## config.mk

```make
export PLATFORM = sky130hd
export DESIGN_NAME = div_32_bits
export DESIGN_NICKNAME = d
export VERILOG_FILES = /design/src/rtl/div_32_bits.sv
export SDC_FILE = /design/constraint.sdc
export NUM_CORES = 1
export LEC_CHECK = 0
export CORE_ASPECT_RATIO = 1.2
export CORE_MARGIN = 8
export CORE_UTILIZATION = 53
export CTS_CLUSTER_DIAMETER = 60
export DETAILED_ROUTE_END_ITERATION = 8
export PLACE_DENSITY = 0.82
export SLEW_MARGIN = 10
export SYNTH_ARGS = -nofsm -noshare
export SYNTH_HDL_FRONTEND = slang
export SYNTH_SLANG_ARGS = --single-unit
```

## constraint.sdc

```tcl
create_clock -name clk -period 4.6 [get_ports clk]
set_input_delay 0.92 -clock clk [delete_from_list [all_inputs] [get_ports clk]]
set_output_delay 0.92 -clock clk [all_outputs]
set_load 0.005 [all_outputs]
```

## src/rtl/div_32_bits.sv

```systemverilog
// Sequential unsigned restoring divider.
// One quotient bit is produced per clock by trial subtraction of the divisor
// from the shifted partial remainder. Operands are accepted on an
// in_valid/in_ready handshake and results are returned on an
// out_valid/out_ready handshake. A zero divisor skips the iterations and
// returns quotient = all ones and remainder = dividend, with div_by_zero set.
module div_32_bits #(
    parameter int WIDTH = 32
) (
    input  logic             clk,
    input  logic             rst,
    input  logic             in_valid,
    output logic             in_ready,
    input  logic [WIDTH-1:0] dividend,
    input  logic [WIDTH-1:0] divisor,
    output logic             out_valid,
    input  logic             out_ready,
    output logic [WIDTH-1:0] quotient,
    output logic [WIDTH-1:0] remainder,
    output logic             div_by_zero
);

    localparam int CW = (WIDTH > 2) ? $clog2(WIDTH) : 1;
    localparam logic [CW-1:0] LAST_STEP = CW'(WIDTH - 1);

    typedef enum logic [1:0] {
        IDLE = 2'd0,
        CALC = 2'd1,
        DONE = 2'd2
    } state_t;

    state_t           state;
    logic [WIDTH-1:0] q_reg;      // dividend bits shifting out, quotient bits shifting in
    logic [WIDTH-1:0] d_reg;      // latched divisor
    logic [WIDTH:0]   r_reg;      // partial remainder, one extra bit for the trial subtract
    logic [CW-1:0]    count;
    logic             dbz_reg;
    logic             valid_reg;

    logic [WIDTH:0]   r_shift;
    logic [WIDTH:0]   trial;

    // Trial subtraction of the shifted remainder, done as an add of the
    // one's complement of the zero-extended divisor with carry-in of one.
    always_comb begin
        r_shift = {r_reg[WIDTH-1:0], q_reg[WIDTH-1]};
        trial   = r_shift + ~{1'b0, d_reg} + {{WIDTH{1'b0}}, 1'b1};
    end

    // Control FSM and datapath registers; outputs are taken directly from these.
    always_ff @(posedge clk or posedge rst) begin
        if (rst) begin
            state     <= IDLE;
            q_reg     <= '0;
            d_reg     <= '0;
            r_reg     <= '0;
            count     <= '0;
            dbz_reg   <= 1'b0;
            valid_reg <= 1'b0;
        end else begin
            case (state)
                IDLE: begin
                    if (in_valid) begin
                        count <= '0;
                        d_reg <= divisor;
                        if (divisor == '0) begin
                            // No iterations: canned divide-by-zero result.
                            q_reg     <= '1;
                            r_reg     <= {1'b0, dividend};
                            dbz_reg   <= 1'b1;
                            valid_reg <= 1'b1;
                            state     <= DONE;
                        end else begin
                            q_reg   <= dividend;
                            r_reg   <= '0;
                            dbz_reg <= 1'b0;
                            state   <= CALC;
                        end
                    end
                end
                CALC: begin
                    // A set MSB means the trial went negative: keep the shifted remainder.
                    if (trial[WIDTH]) begin
                        r_reg <= r_shift;
                    end else begin
                        r_reg <= trial;
                    end
                    q_reg <= {q_reg[WIDTH-2:0], ~trial[WIDTH]};
                    count <= count + 1'b1;
                    if (count == LAST_STEP) begin
                        valid_reg <= 1'b1;
                        state     <= DONE;
                    end
                end
                DONE: begin
                    // Results hold until the consumer takes them.
                    if (out_ready) begin
                        valid_reg <= 1'b0;
                        state     <= IDLE;
                    end
                end
                default: begin
                    state     <= IDLE;
                    valid_reg <= 1'b0;
                end
            endcase
        end
    end

    assign in_ready    = (state == IDLE);
    assign out_valid   = valid_reg;
    assign quotient    = q_reg;
    assign remainder   = r_reg[WIDTH-1:0];
    assign div_by_zero = dbz_reg;

endmodule

```

======== After elaboration in Yosys (flattened, before gate mapping) ========
Index checks and enable logic that the tools add are counted.
storage, ports and cells
  output and inout port bits .............. 67
  memory bits (read-only) ................. 0
  memories ................................ 0
  bits in registers ....................... 105
  RAM bits ................................ 0
  bits in latches ......................... 0
  input bits .............................. 68
  logic and storage cells ................. 46
cells by class
  magnitude comparators ................... 0
  reductions and logical operators ........ 7
  bitwise operators ....................... 2
  multipliers ............................. 0
  div/mod/pow operators ................... 0
  equal/unequal tests ..................... 7
  shift operators ......................... 0
  muxes and demuxes ....................... 20
  add/sub/neg operators ................... 3
operators with widths
  operator                                                          count
  32-bit 2-to-1 mux                                                 5
  32-bit case mux with 2 select lines                               2
  33-bit by 1-bit adder with 33-bit output (second input constant)  1
  33-bit adder                                                      1
  32-bit inverter with 33-bit output                                1
  32-bit logical NOT                                                1
  5-bit case mux with 2 select lines                                1
  2-bit 2-to-1 mux                                                  4
  2-bit != test (second input constant)                             3
  2-bit case mux with 3 select lines                                1
  5-bit by 1-bit adder with 5-bit output (second input constant)    1
  5-bit == test (second input constant)                             1
  1-bit 2-to-1 mux                                                  5
  5-bit 2-to-1 mux                                                  1
  2-bit AND reduction                                               2
  4-bit AND reduction                                               1
  1-bit case mux with 3 select lines                                1
  3-bit AND reduction                                               1
  2-bit by 1-bit == test with 1-bit output (second input constant)  1
  2-bit == test (second input constant)                             1
  2-bit logical NOT                                                 1
  2-bit by 1-bit != test with 1-bit output (second input constant)  1
  2-bit nonzero test                                                1
  1-bit inverter                                                    1

======== Logic depth before layout (Yosys ltp) ========
Gate-level depths: netlist (run 1).
  depth after elaboration ................. 5
  depth in mapped cells ................... 13
  gate-level depth less buffers ........... 12

======== Worst setup path before layout (run 1) ========
No wires, ideal clock.
  path kind ............................... reg2reg
  from .................................... register q_reg[31] (netlist: quotient[31])
  to ...................................... register r_reg[16]
  stages on the path, launching flop included .. 14
  data arrival time ....................... 2.740 ns
  slack ................................... 1.728 ns
  required time ........................... 4.468 ns
  clock period less this slack ............ 2.872 ns
  setup time .............................. 0.132 ns
  path through ............................ dfrtp_1 -> inv_1 -> ha_1 -> fa_1 -> nand2b_1 -> a21o_1 -> a211oi_2 -> o21ba_1 -> o211ai_1 -> a21oi_4 -> nor3_4 -> buf_6 -> a222oi_1 -> o21ai_1
between the ends
  longest elaborated chain between the ends .. 4
RTL lines
  item                                      line  source
  from (decl)                               33    logic [WIDTH-1:0] q_reg;
  from (signal assigned)                    74    q_reg <= dividend;
  from (signal assigned)                    88    q_reg <= {q_reg[WIDTH-2:0], ~trial[WIDTH]};
  33-bit adder                              47    trial = r_shift + ~{1'b0, d_reg} + {{WIDTH{1'b0}}, 1'b1};
  33-bit by 1-bit adder with 33-bit output  47
  32-bit 2-to-1 mux                         83    if (trial[WIDTH]) begin
  32-bit case mux with 2 select lines       61    case (state)
  to (signal assigned)                      69    r_reg <= {1'b0, dividend};
  to (signal assigned)                      84    r_reg <= r_shift;
  to (signal assigned)                      86    r_reg <= trial;
  to (decl)                                 35    logic [WIDTH:0] r_reg;
Every way passes these cells.
A chain may end at the register's enable or synchronous reset.

======== Final worst setup path (run 1) ========
  from .................................... register q_reg[31] (netlist: quotient[31])
  to ...................................... register r_reg[3]
Same word-level chain as after synthesis.

==> metrics, run 1 <==
outcome=finished clean; CP Cell Sequence=inv_1, ha_1, fa_1, nand2b_1, a21o_1, a211oi_2, o21ba_1, o211a_1, o21ai_1, a21oi_1, a222oi_1, o21ai_0; RSZ-0062 raised after global routing=no; synthesized area=6690 sq um; first-pass GRT wire length=33,200 um; drt drc=0; max_cap viols=0; fraction of layout cells with a size suffix above 1=0.0471; CTS root buffer=clkbuf_16; H-tree Lvls=3; Sink Count=105; CP max-delay cell=a21oi_1; post-DR vias/cell=6.06; total core area=12,500 sq um; Least-Margin Pin Slew=1.01 ns; I/O Buffers=134; largest family of logic cells by synthesized area=compound AO/OA/AOI/OAI gates; Distinct cells, synth=61; Total GRT Usage=0.249; total vias in the final route=6,522; Synth Area in Compound Gates=0.240; ANT nets after route=0; I/O pin cnt=135; Worst-path clk slew=0.08 ns; Ant. Diodes=0; Die Width=119 um; worst stage delay on the critical path=0.78 ns; simple-gate area share of the yosys netlist=0.196; Place WS=1.11 ns; initial antenna violation count=0; Switch Pwr=3.65 mW; post-route minimum period=3.54 ns; Power Density=929 nW/um^2; share of total power in combinational logic=0.665; final wirelength=20,500 um; prevailing post-synth register cell=dfrtp_1; Pleak=3.58 nW; period utilisation layout=0.770; Num CTS Buffers=9; vias in the first global route=6,625; number of synthesized flops with an enable pin=0; commonest non-fill, non-tap cell in the layout=clkdlybuf4s50_1; post-cts resize count=0; most frequent cells in the layout=clkdlybuf4s50_1, dfrtp_1, nand2_1, o21ai_0, nor2_1; Slew HR=0.328; final hold violations=0; sequential share of power=0.237; clock share of power=0.098; Synth Area in XOR/XNOR=0.0393; Mapped Cells=803; final setup TNS=0 ns; largest net degree at the start of global routing=83; cts hold-fix bufs=0; Sw Ratio=0.468; CP arrival=3.82 ns; number of DRC markers in iteration 0=512; post-DP HPWL=15,000 um; final clock skew=0.0122 ns; Util after Layout=0.672; initial core utilization=0.536; register area share after synthesis=0.393; maximum vdd drop=0.000546 V; ys async rst share=1.00; top achievable clock speed=0.282 GHz; Max clock buf depth=2; worst skew pair latency=0.36 ns; die span in y=139 um; CTS tree=yes; worst-path maximum fanout=12; R2R Setup Slk=1.06 ns; worst setup margin=1.06 ns; Cell Int Power=4.15 mW; post-synthesis adder-cell area fraction=0.0665; Synth Warn #=0; critical path class=reg -> reg; Synthesized Nets=906; Required @ worst endpoint=4.88 ns; mux share of post-synthesis cell area=0.0108; type of origin of the critical path=flip-flop; Hold WC Path Type=reg -> reg; average wire per standard cell=19.1 um; full die area=16,500 sq um; final net count=1,010; Yosys reg bits=105; drt first pass iters=5; row cnt=45; kind of end point of the critical path=flip-flop; RD Place Congestion=0.929; max-slew violations=0; remaining global-route overflow=0; postcts setup bufs=0; Setup-failing EPs final=0; area added between synthesis and finish=25.5%; Mean Syn Cell Area=8.34 sq um
==> per-stage QoR <==
step,power [mW],cells,hold WS (ns),cell area [sq um]
3_3_place_gp,6.87,1060,0.490,8120
4_1_cts,7.77,1076,0.517,8400
5_1_grt,8.45,1076,0.541,8400
2_1_floorplan,5.38,803,0.467,6690
6_report,7.80,1076,0.511,8400
3_5_place_dp,6.97,1060,0.500,8120
==> final cells by class <==
class	instances	area [sq um]
well taps	164	205
clock buffers	11	243
repair buffers	143	1410
fillers	1063	4100
multi-input cells	608	3720
flip-flops and latches	105	2630
inverters	40	153
clock inverters	5	45.0
==> critical path: cells and delay by family (launching register included) <==
kind                       cells  cell delay [ns]
AOI/OAI and AO/OA              8             2.21
adders and majority gates      2             0.62
buffers and inverters          1             0.07
DFF                            1             0.37
and+or+nand+nor                1             0.18
==> cell usage after synthesis (all sizes together) (2+ instances only) <==
master,n,area share
a2111oi,2,0.0036
a211o,2,0.0026
a211oi,4,0.0052
a21o,16,0.018
a21oi,64,0.050
a221o,2,0.0030
a221oi,2,0.0026
a222oi,10,0.015
a22o,4,0.0052
a31oi,10,0.0093
and3,14,0.013
and4,2,0.0026
buf,13,0.012
clkbuf,37,0.021
dfrtp,105,0.39
ha,34,0.064
inv,40,0.022
mux2,2,0.0034
mux2i,5,0.0075
nand2,104,0.058
nand2b,4,0.0037
nand3,21,0.016
nand4,4,0.0037
nor2,68,0.039
nor2b,3,0.0028
nor3,41,0.034
nor3b,2,0.0030
nor4,8,0.0075
o211ai,4,0.0045
o21a,6,0.0067
o21ai,80,0.060
o22ai,6,0.0056
o31ai,35,0.039
or2,2,0.0019
or3,5,0.0054
xnor2,11,0.014
xor2,19,0.025
==> worst paths after layout <==
check                        startpoint           end  cells after the start
setup / recovery           quotient[31]      r_reg[3]                     12
hold / removal             quotient[28]  quotient[28]                      2
setup reg to reg           quotient[31]      r_reg[3]                     12
hold reg to reg            quotient[28]  quotient[28]                      2
max in group asynchronous           rst     out_valid                      3
min in group asynchronous           rst  quotient[10]                      2
==> layer usage <==
layer	vias to the layer above	wire [um]	GRT usage
met5	-	0	0
met1	3111	8000	0.292
met3	55	1270	0.0391
met4	0	842	0.127
li1	3093	-	-
met2	263	10400	0.429
==> power groups by stage <==
stage	Clock, mW	Combinational, mW	Sequential (mW)
floorplan	0	3.64	1.74
global placement	0	5.02	1.84
detailed placement	0	5.12	1.85
CTS	0.769	5.16	1.84
global route	0.804	5.74	1.90
finish	0.763	5.19	1.85
==> kinds of logic (layout without fill, tap and decap cells) <==
logic type	after synthesis	in the layout
flops	105	105
mux	7	7
buf+inv	90	199
xor+xnor	30	30
simple gates	282	282
compound gates	254	254
fa+ha+maj	35	35
No activity file was read; power rests on OpenSTA's default activity.
==> run 2: changes to the inputs <==
==> constraint.sdc (replaced) <==
create_clock -name clk -period 3.3 [get_ports clk]
set_input_delay 0.66 -clock clk [delete_from_list [all_inputs] [get_ports clk]]
set_output_delay 0.66 -clock clk [all_outputs]
set_load 0.005 [all_outputs]
==> metrics, run 2 (synthesis gave the netlist of run 1 again) <==
outcome=finished clean; Sink Count=105 (unchanged); Power Density=1320 nW/um^2 (+42%); die span in y=139 um (unchanged); top achievable clock speed=0.320 GHz (+13%); H-tree Lvls=3 (unchanged); row cnt=45 (unchanged); final wirelength=20,600 um (+0.57%); number of DRC markers in iteration 0=581 (+13%); Slew HR=0.589 (+0.260); final clock skew=0.00904 ns (-0.00315 ns); sequential share of power=0.223 (-0.014); type of origin of the critical path=flip-flop; Reg2Reg Depth=12 (unchanged); largest net degree at the start of global routing=106 (+28%); maximum vdd drop=0.000678 V (+24%); Setup-failing EPs final=0 (unchanged); Crit. Startpoint=quotient[31]; initial core utilization=0.536 (unchanged); CTS root buffer=clkbuf_16; period utilisation layout=0.948 (+0.178); Cell Int Power=6.24 mW (+50%); share of total power in combinational logic=0.663 (-0.002); Util after Layout=0.693 (+0.0208); worst skew pair latency=0.35 ns (about the same); Hold WC Path Type=reg -> reg; worst-path maximum fanout=3 (-9); Ant. Diodes=0 (unchanged); post-DP HPWL=15,100 um (+0.75%); area added between synthesis and finish=29.4%; average wire per standard cell=18.9 um (-0.90%); Switch Pwr=5.19 mW (+42%); Die Width=119 um (unchanged); max-slew violations=0 (unchanged); Worst-path clk slew=0.08 ns (about the same); R2R Setup Slk=0.17 ns (-0.89 ns); critical path class=reg -> reg; ANT nets after route=0 (unchanged); reg2reg end=r_reg[28]; Total GRT Usage=0.247 (-0.00216); most frequent cells in the layout=clkdlybuf4s50_1, dfrtp_1, nand2_1, o21ai_0, nor2_1; Sw Ratio=0.454 (-0.0142); vias in the first global route=6,468 (-2.4%); final hold violations=0 (unchanged); Max clock buf depth=2 (unchanged); fraction of layout cells with a size suffix above 1=0.0668 (+0.0197); max_cap viols=0 (unchanged); post-DR vias/cell=6.02 (-0.74%); drt first pass iters=8 (+3); origin of the critical flop-to-flop path=quotient[31]; CTS tree=yes; I/O Buffers=134 (unchanged); RD Place Congestion=0.919 (-1.1%); drt drc=0 (unchanged); total vias in the final route=6,570 (+0.74%); clock share of power=0.114 (+0.016); Worst setup endpoint=r_reg[28]; post-route minimum period=3.13 ns (-0.414 ns); total core area=12,500 sq um (unchanged); commonest non-fill, non-tap cell in the layout=clkdlybuf4s50_1; initial antenna violation count=0 (unchanged); CP arrival=3.39 ns (-0.43 ns); full die area=16,500 sq um (unchanged); Required @ worst endpoint=3.57 ns (-1.31 ns); I/O pin cnt=135 (unchanged); total design power=11.4 mW (+47%); remaining global-route overflow=0 (unchanged); Least-Margin Pin Slew=0.617 ns (-0.390 ns); Num CTS Buffers=9 (unchanged); Fill cells=1,052 (-1.0%); final net count=1,026 (+1.6%); kind of end point of the critical path=flip-flop; first-pass GRT wire length=33,000 um (-0.52%); Pleak=3.70 nW (+3.4%)
==> run 2: area by class of cell <==
type                       instances  area [sq um]  area share
timing repair buffer             159          1590       0.184
multi-input combinational        608          3720       0.430
clock inverter                     7           135      0.0156
sequential                       105          2630       0.303
clock buffer                       9           225      0.0260
inverter                          40           154      0.0178
tap                              164           205      0.0237
==> run 2: worst min path at each step <==
stage / endpoint / from / cells after the start / slack [ns]
after global routing: div_by_zero / div_by_zero / 1 / 0.54
after global placement: count[0] / count[0] / 1 / 0.49
after detailed placement: quotient[2] / quotient[2] / 2 / 0.50
after floorplan: count[0] / count[0] / 1 / 0.47
final: quotient[2] / quotient[2] / 2 / 0.51
after CTS: quotient[2] / quotient[2] / 2 / 0.51
==> run 2: per-stage QoR <==
stage                     instance area, sq um  setup WS, ns  hold slack [ns]  setup TNS [ns]  instances
after floorplan                           6700         0.428            0.467               0        803
after global placement                    8250         0.245            0.487               0       1071
after detailed placement                  8250         0.108            0.496               0       1071
after CTS                                 8610        0.0627            0.513               0       1087
after global routing                      8660       -0.0331            0.539          -0.112       1092
final                                     8660         0.173            0.509               0       1092
==> run 2: repair_timing <==
action	in CTS	in global routing
hold buffers	0	0
gates resized for setup	0	3
buffers inserted	0	5
endpoints found under the setup margin	0	23
==> run 2: power by group through the flow <==
stage	Combinational [mW]	Clock [mW]	Sequential [mW]
CTS	7.37	1.32	2.55
finish	7.57	1.30	2.55
floorplan	5.07	0	2.43
detailed placement	7.29	0	2.56
global route	8.35	1.37	2.62
global placement	7.17	0	2.55
==> run 2: critical path: stages (launching register included) <==
cell	delay, ns
dfrtp_1	0.37
inv_1	0.07
ha_1	0.23
fa_1	0.41
nand2b_1	0.18
a21o_1	0.20
a211oi_2	0.29
o21ba_2	0.18
o21ai_0	0.18
o21ai_0	0.40
a211oi_1	0.16
xor2_1	0.17
o31ai_1	0.19
==> run 2: layer usage <==
layer / global-route usage / vias up / share of wire
li1: - / 3111 / -
met1: 0.289 / 3139 / 0.40
met2: 0.414 / 257 / 0.49
met3: 0.0481 / 63 / 0.058
met4: 0.137 / 0 / 0.050
met5: 0 / - / 0
==> run 3: changes to the inputs <==
--- a/config.mk
+++ b/config.mk
@@ -11,6 +11,7 @@
 export CTS_CLUSTER_DIAMETER = 60
 export DETAILED_ROUTE_END_ITERATION = 8
 export PLACE_DENSITY = 0.82
+export RECOVER_POWER = 25
 export SLEW_MARGIN = 10
 export SYNTH_ARGS = -nofsm -noshare
 export SYNTH_HDL_FRONTEND = slang
==> metrics, run 3 (synthesis gave the netlist of run 1 again) <==
Place WS=0.108 ns (unchanged); final setup TNS=0 ns (unchanged); largest net degree at the start of global routing=106 (unchanged); full die area=16,500 sq um (unchanged); worst-path maximum fanout=12 (+9); Cell Int Power=6.24 mW (about the same); Sink Count=105 (unchanged); cell area after placement=8250 sq um (unchanged); H-tree Lvls=3 (unchanged); drt drc=0 (unchanged); worst stage delay on the critical path=0.41 ns (about the same); Required @ worst endpoint=3.54 ns (-0.03 ns); average wire per standard cell=18.9 um (about the same); Die Width=119 um (unchanged); critical path class=reg -> reg; die span in y=139 um (unchanged); RD Place Congestion=0.919 (unchanged); Setup-failing EPs final=0 (unchanged); post-DR vias/cell=6.03 (+0.17%); final wirelength=20,600 um (about the same); post-DP HPWL=15,100 um (unchanged); Power Density=1320 nW/um^2 (+0.16%); final clock skew=0.00781 ns (-0.00123 ns); Hold WC Path Type=reg -> reg; kind of end point of the critical path=flip-flop; fraction of layout cells with a size suffix above 1=0.0668 (unchanged); first-pass GRT wire length=33,000 um (unchanged); final net count=1,026 (unchanged); Worst-path clk slew=0.08 ns (about the same); CP arrival=3.37 ns (-0.02 ns); post-route minimum period=3.13 ns (+0.00509 ns); Pleak=3.70 nW (-0.12%); CTS tree=yes; top achievable clock speed=0.319 GHz (-0.16%); max_cap viols=0 (unchanged); type of origin of the critical path=flip-flop; CP max-delay cell=fa_1; remaining global-route overflow=0 (unchanged); initial core utilization=0.536 (unchanged); clock share of power=0.114 (about the same); CP delay by family, top=compound AO/OA/AOI/OAI gates; Num CTS Buffers=9 (unchanged); CP Cell Sequence=inv_1, ha_1, fa_1, nand2b_1, a21o_1, a211oi_2, o21ba_2, o211a_1, o21ai_1, nand2_2, o21ai_0, a221o_1; Least-Margin Pin Slew=1.48 ns (+0.861 ns); Sw Ratio=0.454 (about the same); period utilisation layout=0.949 (+0.00154); drt first pass iters=6 (-2); max-slew violations=0 (unchanged); commonest non-fill, non-tap cell in the layout=clkdlybuf4s50_1; number of DRC markers in iteration 0=581 (unchanged); total design power=11.4 mW (about the same); Max clock buf depth=2 (unchanged); initial antenna violation count=0 (unchanged); I/O pin cnt=135 (unchanged); most frequent cells in the layout=clkdlybuf4s50_1, dfrtp_1, nand2_1, o21ai_0, nor2_1; I/O Buffers=134 (unchanged); worst skew pair latency=0.35 ns (about the same); ANT nets after route=0 (unchanged); total core area=12,500 sq um (unchanged); final hold violations=0 (unchanged); Ant. Diodes=0 (unchanged); Slew HR=0.0145 (-0.574); share of total power in combinational logic=0.663 (about the same); CTS root buffer=clkbuf_16; vias in the first global route=6,468 (unchanged); area added between synthesis and finish=29.2%; Total GRT Usage=0.247 (unchanged); row cnt=45 (unchanged); sequential share of power=0.223 (about the same); crit path buf inv count=1 (unchanged); worst setup margin=0.168 ns (-0.00509 ns); total vias in the final route=6,581 (+0.17%); maximum vdd drop=0.000678 V (about the same); fin area=8650 sq um (-0.14%); outcome=finished clean; Switch Pwr=5.19 mW (about the same)
[run 3: cell count changes in the layout (fill, tap and decap cells not counted)]
cell             before  now
buf_12                5    4
clkbuf_4              0    1
clkdlybuf4s50_1     134  133
dlygate4sd3_1         0    1
[run 3: path summary, 6_finish.rpt]
| kind | cells past startpoint | slack, ns | start | end |
|---|---|---|---|---|
| max | 12 | 0.17 | quotient[31] | r_reg[0] |
| min | 2 | 0.51 | quotient[2] | quotient[2] |
| max reg2reg | 12 | 0.17 | quotient[31] | r_reg[0] |
| min reg2reg | 2 | 0.51 | quotient[2] | quotient[2] |
| max in group asynchronous | 3 | 1.04 | rst | d_reg[28] |
| min in group asynchronous | 3 | 1.28 | rst | quotient[7] |
[run 3: through the flow]
step | std cells | utilization | hold slack (ns)
detailed placement | 1071 | 0.660 | 0.496
global route | 1092 | 0.692 | 0.539
finish | 1092 | 0.692 | 0.509
global placement | 1071 | 0.660 | 0.487
CTS | 1087 | 0.689 | 0.513
floorplan | 803 | - | 0.467
[run 3: metal layers]
layer	track usage	routed length, um	vias to the layer above
li1	-	-	3113
met1	0.289	8210	3147
met2	0.414	10200	263
met3	0.0481	1190	58
met4	0.137	1040	0
met5	0	0	-
[run 3: area by class of cell]
cell class	instances	area, sq um
Timing Repair Buffer	159	1580
Clock inverter	7	135
Inverter	40	154
Sequential cell	105	2630
Multi-Input combinational cell	608	3720
Tap cell	164	205
Clock buffer	9	225
Fill cell	1054	3850
[run 3: repair_timing]
item	in CTS	in global routing
setup endpoints to repair	0	23
gates resized for setup	0	3
setup buffers	0	5
hold buffers	0	0
[run 3: tightest hold or removal path: cells and delay by family (launching register included)]
| kind | cells | cell delay (ns) |
|---|---|---|
| flip-flops | 1 | 0.37 |
| AND/OR/NAND/NOR | 1 | 0.05 |
| AO/OA/AOI/OAI | 1 | 0.05 |
[run 3: power groups by stage]
| stage | registers (mW) | logic, mW | clock network (mW) |
|---|---|---|---|
| after floorplan | 2.43 | 5.07 | 0 |
| after global placement | 2.55 | 7.17 | 0 |
| after detailed placement | 2.56 | 7.29 | 0 |
| after CTS | 2.55 | 7.37 | 1.32 |
| after global routing | 2.62 | 8.35 | 1.37 |
| final | 2.56 | 7.58 | 1.30 |
